==> src/rtl/rst_seq_pkg.sv <==
// Shared state encoding, default parameters and helpers for the reset sequencer.
package rst_seq_pkg;

   localparam int DEF_SYNC_STAGES    = 2;
   localparam int DEF_STRETCH_CYCLES = 4;
   localparam int DEF_NUM_OUTPUTS    = 3;
   localparam int DEF_STAGGER_CYCLES = 2;

   typedef enum logic [2:0] {
      ST_ASSERT  = 3'd0,
      ST_SYNC    = 3'd1,
      ST_STRETCH = 3'd2,
      ST_RELEASE = 3'd3,
      ST_IDLE    = 3'd4
   } state_e;

   function automatic int max_int(input int a, input int b);
      return (a > b) ? a : b;
   endfunction

endpackage

==> src/rtl/reset_sync.sv <==
// N-stage reset synchroniser: every stage is set asynchronously, and q releases synchronously.
module reset_sync #(
   parameter int N = 2
) (
   input  logic clk,
   input  logic async_reset_in,
   output logic q
);

   logic [N-1:0] chain;

   always_ff @(posedge clk or posedge async_reset_in) begin
      if (async_reset_in) begin
         chain <= '1;
      end else begin
         chain <= {chain[N-2:0], 1'b0};
      end
   end

   assign q = chain[N-1];

endmodule

==> src/rtl/reset_seq_ctrl.sv <==
// Reset sequencer: async assert, synchronised release, stretch, then staggered per-domain release.
// Optional synchronous soft reset from IDLE is built when RSTSEQ_SOFT_RESET_EN is defined.
module reset_seq_ctrl
   import rst_seq_pkg::*;
#(
   parameter int SYNC_STAGES    = DEF_SYNC_STAGES,
   parameter int STRETCH_CYCLES = DEF_STRETCH_CYCLES,
   parameter int NUM_OUTPUTS    = DEF_NUM_OUTPUTS,
   parameter int STAGGER_CYCLES = DEF_STAGGER_CYCLES
) (
   input  logic                   clk,
   input  logic                   async_reset_in,
`ifdef RSTSEQ_SOFT_RESET_EN
   input  logic                   soft_reset_req,
`endif
   output logic [NUM_OUTPUTS-1:0] reset_out,
   output logic                   reset_busy,
   output state_e                 fsm_state
);

   localparam int CNT_W = $clog2(max_int(STRETCH_CYCLES, STAGGER_CYCLES) + 1);
   localparam logic [CNT_W-1:0] STRETCH_LAST = CNT_W'(STRETCH_CYCLES - 1);
   localparam logic [CNT_W-1:0] STAGGER_LAST = CNT_W'(STAGGER_CYCLES - 1);
   localparam logic [CNT_W-1:0] CNT_ONE      = CNT_W'(1);
   localparam logic [NUM_OUTPUTS-1:0] LAST_ONE = NUM_OUTPUTS'(1) << (NUM_OUTPUTS - 1);

   logic             sync_q;
   state_e           state;
   logic [CNT_W-1:0] cnt;

   reset_sync #(.N(SYNC_STAGES)) u_sync (
      .clk            (clk),
      .async_reset_in (async_reset_in),
      .q              (sync_q)
   );

   // reset_out is a thermometer code: shifting left clears the lowest still-set domain,
   // so domains can only release in ascending order and never re-assert by themselves.
   // The edge that first sees sync_q low already counts as the first stretch edge, which
   // makes the net release land on edge SYNC_STAGES+STRETCH_CYCLES.
   always_ff @(posedge clk or posedge async_reset_in) begin
      if (async_reset_in) begin
         state     <= ST_ASSERT;
         cnt       <= '0;
         reset_out <= '1;
      end else begin
         unique case (state)
            ST_ASSERT: begin
               state <= ST_SYNC;
            end
            ST_SYNC, ST_STRETCH: begin
               if (state == ST_STRETCH || !sync_q) begin
                  if (cnt == STRETCH_LAST) begin
                     reset_out <= reset_out << 1;
                     cnt       <= '0;
                     state     <= (reset_out == LAST_ONE) ? ST_IDLE : ST_RELEASE;
                  end else begin
                     cnt   <= cnt + CNT_ONE;
                     state <= ST_STRETCH;
                  end
               end
            end
            ST_RELEASE: begin
               if (cnt == STAGGER_LAST) begin
                  reset_out <= reset_out << 1;
                  cnt       <= '0;
                  if (reset_out == LAST_ONE) begin
                     state <= ST_IDLE;
                  end
               end else begin
                  cnt <= cnt + CNT_ONE;
               end
            end
            ST_IDLE: begin
`ifdef RSTSEQ_SOFT_RESET_EN
               if (soft_reset_req) begin
                  reset_out <= '1;
                  cnt       <= '0;
                  state     <= ST_STRETCH;
               end
`endif
            end
            default: begin
               reset_out <= '1;
               cnt       <= '0;
               state     <= ST_ASSERT;
            end
         endcase
      end
   end

   assign reset_busy = |reset_out;
   assign fsm_state  = state;

endmodule

==> config.mk <==
export PLATFORM = sky130hd
export DESIGN_NAME = reset_seq_ctrl
export DESIGN_NICKNAME = d
export VERILOG_FILES = /design/src/rtl/rst_seq_pkg.sv /design/src/rtl/reset_sync.sv /design/src/rtl/reset_seq_ctrl.sv
export SDC_FILE = /design/constraint.sdc
export NUM_CORES = 1
export LEC_CHECK = 0
export ABC_AREA = 1
export BUFFER_PORTS_ARGS = -buffer_cell sky130_fd_sc_hd__buf_2
export CORE_MARGIN = 2
export CORE_UTILIZATION = 23
export DETAILED_ROUTE_END_ITERATION = 6
export PLACE_DENSITY = 0.47
export SYNTH_ARGS = -nofsm -noshare
export SYNTH_HDL_FRONTEND = slang
export SYNTH_SLANG_ARGS = --single-unit
==> constraint.sdc <==
create_clock -name clk -period 3.5 [get_ports clk]
set_clock_uncertainty 0.05 [all_clocks]
set_input_delay 0.7 -clock clk [delete_from_list [all_inputs] [get_ports clk]]
set_output_delay 0.7 -clock clk [all_outputs]
set_load 0.01 [all_outputs]
==> impl_metrics.ini, run 1 <==
[run_status]
outcome = finished, final reports clean

[cells_and_area]
fillers = 331
stdcell_area_um2 = 851
multi_input_area_um2 = 399
fin_util_pct = 28.1
antenna_cells = 0
num-nets-final = 111
area_growth_pct = 16.6
fin_cells = 147
layout-drive-gt1-share_pct = 27.2
layout_commonest_cell = nand2_1
seqCellArea_um2 = 282
layout_common_cells = nand2_1 (33), inv_1 (11), buf_2 (8)

[routing]
ant_nets = 0
vias_per_cell = 4.05
first_pass_iters = 4
drt_iter0_markers = 21
drt_wl_total_um = 1490
vias = 595
wire_per_inst_um = 10.1
drc = 0

[clocking]
cts.repair.resized = 0
clk_latency_ns = 0.27
ctsLongestPathBuffers = 2
cts_sinks = 11
cts.clk_slew.worst_paths_ns = 0.08
cts_hold_buf = 0
htreeDepth = 1
cts_setup_buffers = 0
cts_tree = yes
cts_made_buffers = 3
cts-root-buf = clkbuf_4

[hold_path]
hp-class = reg -> reg

[run]
max-cap-violations = 0

[worst_setup_path]
critical-path-slowest-cell = dfstp_2
r2r_slack_ns = 1.99
slowest_delay_ns = 0.55
worstPathArrival_ns = 1.11
path_cells = inv_1 -> nand3b_1 -> buf_2
cp_max_fo = 4
cp_data_required_time_ns = 2.75
endpoint_kind = primary output
crit_type = reg -> out
crit_path_start_kind = flop

[placed_design]
port_buffers = 8
place_congestion = 0.751
place_ws_ns = 1.93
placed_cells = 143
dp_hpwl_um = 1170
dpl-instance-area_um2 = 825

[timing]
max_freq_mhz = 537
rsz0062_at_grt = false
final_max_slew_viol_count = 0
period_needed_ns = 1.86
final_hold_viol_count = 0
setup_violations = 0
final.period_utilization_pct = 53.2
fin_setup_tns_ns = 0
layout_setup_ws_ns = 1.64

[synthesis]
yosysSeqAreaShare_pct = 38.6
netlist_instances = 91
syn_area_um2 = 729
yosysUniqueCellTypes = 22
yosysWarningCount = 0
syn-num-nets = 98
syn_area_per_cell_um2 = 8.02
synth_seq_cells = 11

[pwr]
vdd_drop_max_uv = 240
leakagePower_nw = 0.431
p_per_area_mw_per_mm2 = 908

[floorplan]
fp.dieW_um = 60.3
floorplan.die_area_mm2 = 0.00364
core_mm2 = 0.00303
io_pins = 9
num_rows = 20
die_y_um = 60.3
initial_core_util_pct = 24.1

[global_routing]
grt_use_total_pct = 10.1
grt_pass1_vias = 597
grt_first_pass_wirelength_um = 2640
grt_max_degree = 12
antenna_found_initial = 0
grt_overflow = 0
## flip-flops by register name (all words and copies together) (netlist names)
signal,count
reset_out,3
fsm_state,3
cnt,3
u_sync.chain,2
## per-layer routing
metal | track usage [%] | part of all wire (%) | vias up
li1 | - | - | 308
met4 | 7.62 | 2.3 | 0
met3 | 1.95 | 3.8 | 2
met2 | 14.9 | 44 | 13
met1 | 13.0 | 49 | 272
met5 | 0 | 0 | -
## synthesized netlist by cell type
cell type / instances / area, µm²
dfrtp_1: 6 / 150
o21ai_1: 3 / 15.0
nand4_2: 1 / 12.5
dfstp_2: 5 / 131
nor2_1: 4 / 15.0
inv_1: 11 / 41.3
nand3_2: 1 / 10.0
o21ai_0: 1 / 5.00
nor3_1: 1 / 5.00
conb_1: 1 / 3.75
inv_2: 2 / 7.51
nor2_8: 1 / 20.0
nor2_4: 3 / 33.8
nand2_4: 2 / 22.5
ha_1: 5 / 62.6
nand3b_1: 1 / 7.51
nand2_2: 2 / 12.5
o21bai_1: 2 / 15.0
nand4_1: 4 / 25.0
nand2_1: 33 / 124
a21oi_1: 1 / 5.00
nand3_1: 1 / 5.00
## critical path, delay by kind of cell (launching register included)
family | cells | cell delay (ns)
and+or+nand+nor | 1 | 0.09
DFF | 1 | 0.55
buffers and inverters | 2 | 0.21
## metrics by stage
stage               hold slack, ns  total power, mW
floorplan                    0.295            0.574
global placement             0.296            0.689
detailed placement           0.297            0.688
CTS                          0.308            0.783
global route                 0.318            0.864
finish                       0.306            0.772
## area by class of cell
type                            count  share of cell area (%)
Timing Repair Buffer                8                    4.71
Multi-Input combinational cell     67                    46.9
Sequential cell                    11                    33.1
Inverter                           13                    5.74
Tap cell                           44                    6.47
Clock buffer                        4                    3.09
## final timing paths
| path | start | endpoint | cells past startpoint |
|---|---|---|---|
| worst min-delay path | u_sync.chain[0]$_DFF_PP1_ | u_sync.chain[1]$_DFF_PP1_ | 0 |
| worst max register to register | cnt[0]$_DFFE_PP0P_ | reset_out[1]$_DFFE_PP1P_ | 7 |
| min in group asynchronous | async_reset_in | cnt[2]$_DFFE_PP0P_ | 2 |
| worst min register to register | u_sync.chain[0]$_DFF_PP1_ | u_sync.chain[1]$_DFF_PP1_ | 0 |
| worst max-delay path | reset_out[0]$_DFFE_PP1P_ | reset_busy | 3 |
| max in group asynchronous | async_reset_in | reset_out[1]$_DFFE_PP1P_ | 2 |
## power breakdown
| group | total [mW] | internal, mW | leakage (nW) | switching (mW) |
|---|---|---|---|---|
| Clock | 0.0888 | 0.0440 | 0.0150 | 0.0448 |
| Sequential | 0.246 | 0.188 | 0.130 | 0.0578 |
| Combinational | 0.438 | 0.161 | 0.286 | 0.277 |
| Total | 0.772 | 0.393 | 0.431 | 0.380 |
## cell families after synthesis
kind of cell             Yosys count  share of synthesized area, %
AO/OA/AOI/OAI                      7                          5.49
flip-flops                        11                          38.6
other                              1                         0.514
AND/OR/NAND/NOR                   54                          40.1
adder cells (fa/ha/maj)            5                          8.58
buffers and inverters             13                          6.69
(Power assumes the default switching activity.)
==> run 2, diff against run 1 <==
--- a/config.mk
+++ b/config.mk
@@ -10,7 +10,7 @@
 export CORE_MARGIN = 2
 export CORE_UTILIZATION = 23
 export DETAILED_ROUTE_END_ITERATION = 6
-export PLACE_DENSITY = 0.47
+export PLACE_DENSITY = 0.48
 export SYNTH_ARGS = -nofsm -noshare
 export SYNTH_HDL_FRONTEND = slang
 export SYNTH_SLANG_ARGS = --single-unit
==> constraint.sdc (replaced) <==
create_clock -name clk -period 1.55 [get_ports clk]
set_clock_uncertainty 0.05 [all_clocks]
set_input_delay 0.31 -clock clk [delete_from_list [all_inputs] [get_ports clk]]
set_output_delay 0.31 -clock clk [all_outputs]
set_load 0.01 [all_outputs]
==> run 2 against run 1 <==
Net effect: die area did not move; combinational power rose by 140%; via count rose by 1.7%; sequential power rose by 120%; critical path type unchanged; critical endpoint unchanged; largest power group unchanged.
==> impl_metrics.ini, run 2 (synthesis gave the netlist of run 1 again) <==
[run_status]
outcome = finished, final reports clean

[worst_setup_path]
r2r_slack_ns = 0.12
cp_data_required_time_ns = 1.19
path_cells = inv_1 -> nand3b_1 -> buf_2
r2r_cells = 7
endpoint_kind = primary output
critical-path-slowest-cell = dfstp_2
r2r_start = cnt[0]$_DFFE_PP0P_
critPathBufInv = 2
critical_path.top_delay_family = flip-flops
slowest_delay_ns = 0.55
crit_type = reg -> out
worstPathArrival_ns = 1.11
reg2reg_to = reset_out[0]$_DFFE_PP1P_
cp_max_fo = 4
crit_path_start_kind = flop

[pwr]
vdd_drop_max_uv = 385
power_mw = 1.79
leakagePower_nw = 0.443
p_per_area_mw_per_mm2 = 2020

[floorplan]
io_pins = 9
die_y_um = 60.3
fp.dieW_um = 60.3
core_mm2 = 0.00303
initial_core_util_pct = 24.1
num_rows = 20
floorplan.die_area_mm2 = 0.00364

[hold_path]
hp-class = reg -> reg
hp-start = u_sync.chain[0]$_DFF_PP1_
whs_path_depth = 0
whs_endpoint = u_sync.chain[1]$_DFF_PP1_

[routing]
drc = 0
ant_nets = 0
vias_per_cell = 4.06
wire_per_inst_um = 9.56
first_pass_iters = 4
vias = 605
drt_iter0_markers = 15
drt_wl_total_um = 1420

[global_routing]
grt_overflow = 0
antenna_found_initial = 0
grt_max_degree = 12
grt_pass1_vias = 572
grt_first_pass_wirelength_um = 2450
grt_use_total_pct = 9.53

[run]
max-cap-violations = 0

[timing]
max_freq_mhz = 680
period_needed_ns = 1.47
layout_setup_ws_ns = 0.0801
setup_violations = 0
final_hold_viol_count = 0
final_max_slew_viol_count = 0
fin_setup_tns_ns = 0
final.period_utilization_pct = 94.8

[clocking]
htreeDepth = 1
ctsLongestPathBuffers = 2
cts_sinks = 11
clk_latency_ns = 0.27
cts_made_buffers = 3
cts_tree = yes
cts-root-buf = clkbuf_4
cts.clk_slew.worst_paths_ns = 0.07

[placed_design]
place_congestion = 0.754
dpl-instance-area_um2 = 825
dp_hpwl_um = 1140
placed_cells = 143
place_ws_ns = 0.102
port_buffers = 8

[cells_and_area]
area_growth_pct = 21.3
num-nets-final = 113
antenna_cells = 0
layout_common_cells = nand2_1 (33), inv_1 (11), buf_2 (8)
layout-drive-gt1-share_pct = 27.6
fin_cells = 149
stdcell_area_um2 = 885
layout_commonest_cell = nand2_1
-- run 2: cell count changes in the layout (fill, tap and decap cells not counted), sizes merged --
cell | previous run | this run
dlygate4sd3 | 0 | 1
buf | 8 | 9
-- run 2: cell type report --
class	instances	area, µm²
inverters	13	48.8
flip-flops and latches	11	282
clock buffers	4	26.3
well taps	44	55.1
multi-input cells	67	415
repair buffers	10	57.6
fillers	339	2140
-- run 2: how the worst max path moves through the flow --
stage / startpoint / endpoint / slack [ns] / cells past startpoint
2_1_floorplan: cnt[0]$_DFFE_PP0P_ / reset_out[2]$_DFFE_PP1P_ / 0.21 / 7
6_report: reset_out[1]$_DFFE_PP1P_ / reset_busy / 0.08 / 3
3_5_place_dp: cnt[0]$_DFFE_PP0P_ / reset_out[0]$_DFFE_PP1P_ / 0.10 / 7
3_3_place_gp: cnt[0]$_DFFE_PP0P_ / reset_out[0]$_DFFE_PP1P_ / 0.15 / 7
5_1_grt: cnt[0]$_DFFE_PP0P_ / reset_out[0]$_DFFE_PP1P_ / -0.01 / 7
4_1_cts: reset_out[1]$_DFFE_PP1P_ / reset_busy / 0.07 / 3
-- run 2: routing by layer --
metal | wire length (µm) | vias up | global-route usage, %
li1 | - | 315 | -
met1 | 658 | 277 | 11.8
met2 | 690 | 9 | 14.3
met3 | 29 | 4 | 1.95
met4 | 46 | 0 | 7.62
met5 | 0 | - | 0
-- run 2: stage by stage --
stage / util (%) / hold slack (ns)
after floorplan: - / 0.109
after global placement: 27.2 / 0.294
after detailed placement: 27.2 / 0.297
after CTS: 28.4 / 0.309
after global routing: 29.2 / 0.313
final: 29.2 / 0.307
-- run 2: worst reg2reg max path, stage by stage, from the launching register on --
cell     delay, ns
dfrtp_1       0.42
ha_1          0.23
ha_1          0.21
inv_1         0.10
nand4_4       0.16
nand3_4       0.10
nand2_1       0.05
nand2_1       0.06
-- run 2: timing repair --
item                                    CTS  global route
endpoints found under the hold margin     4             0
endpoints found under the setup margin    0             3
hold buffers                              1             0
buffers inserted                          0             1
gates resized for setup                   0             2
-- run 2: where the power goes --
part	internal, mW	switching, mW
clock	0.0998	0.103
combinational	0.397	0.636
sequential	0.425	0.128
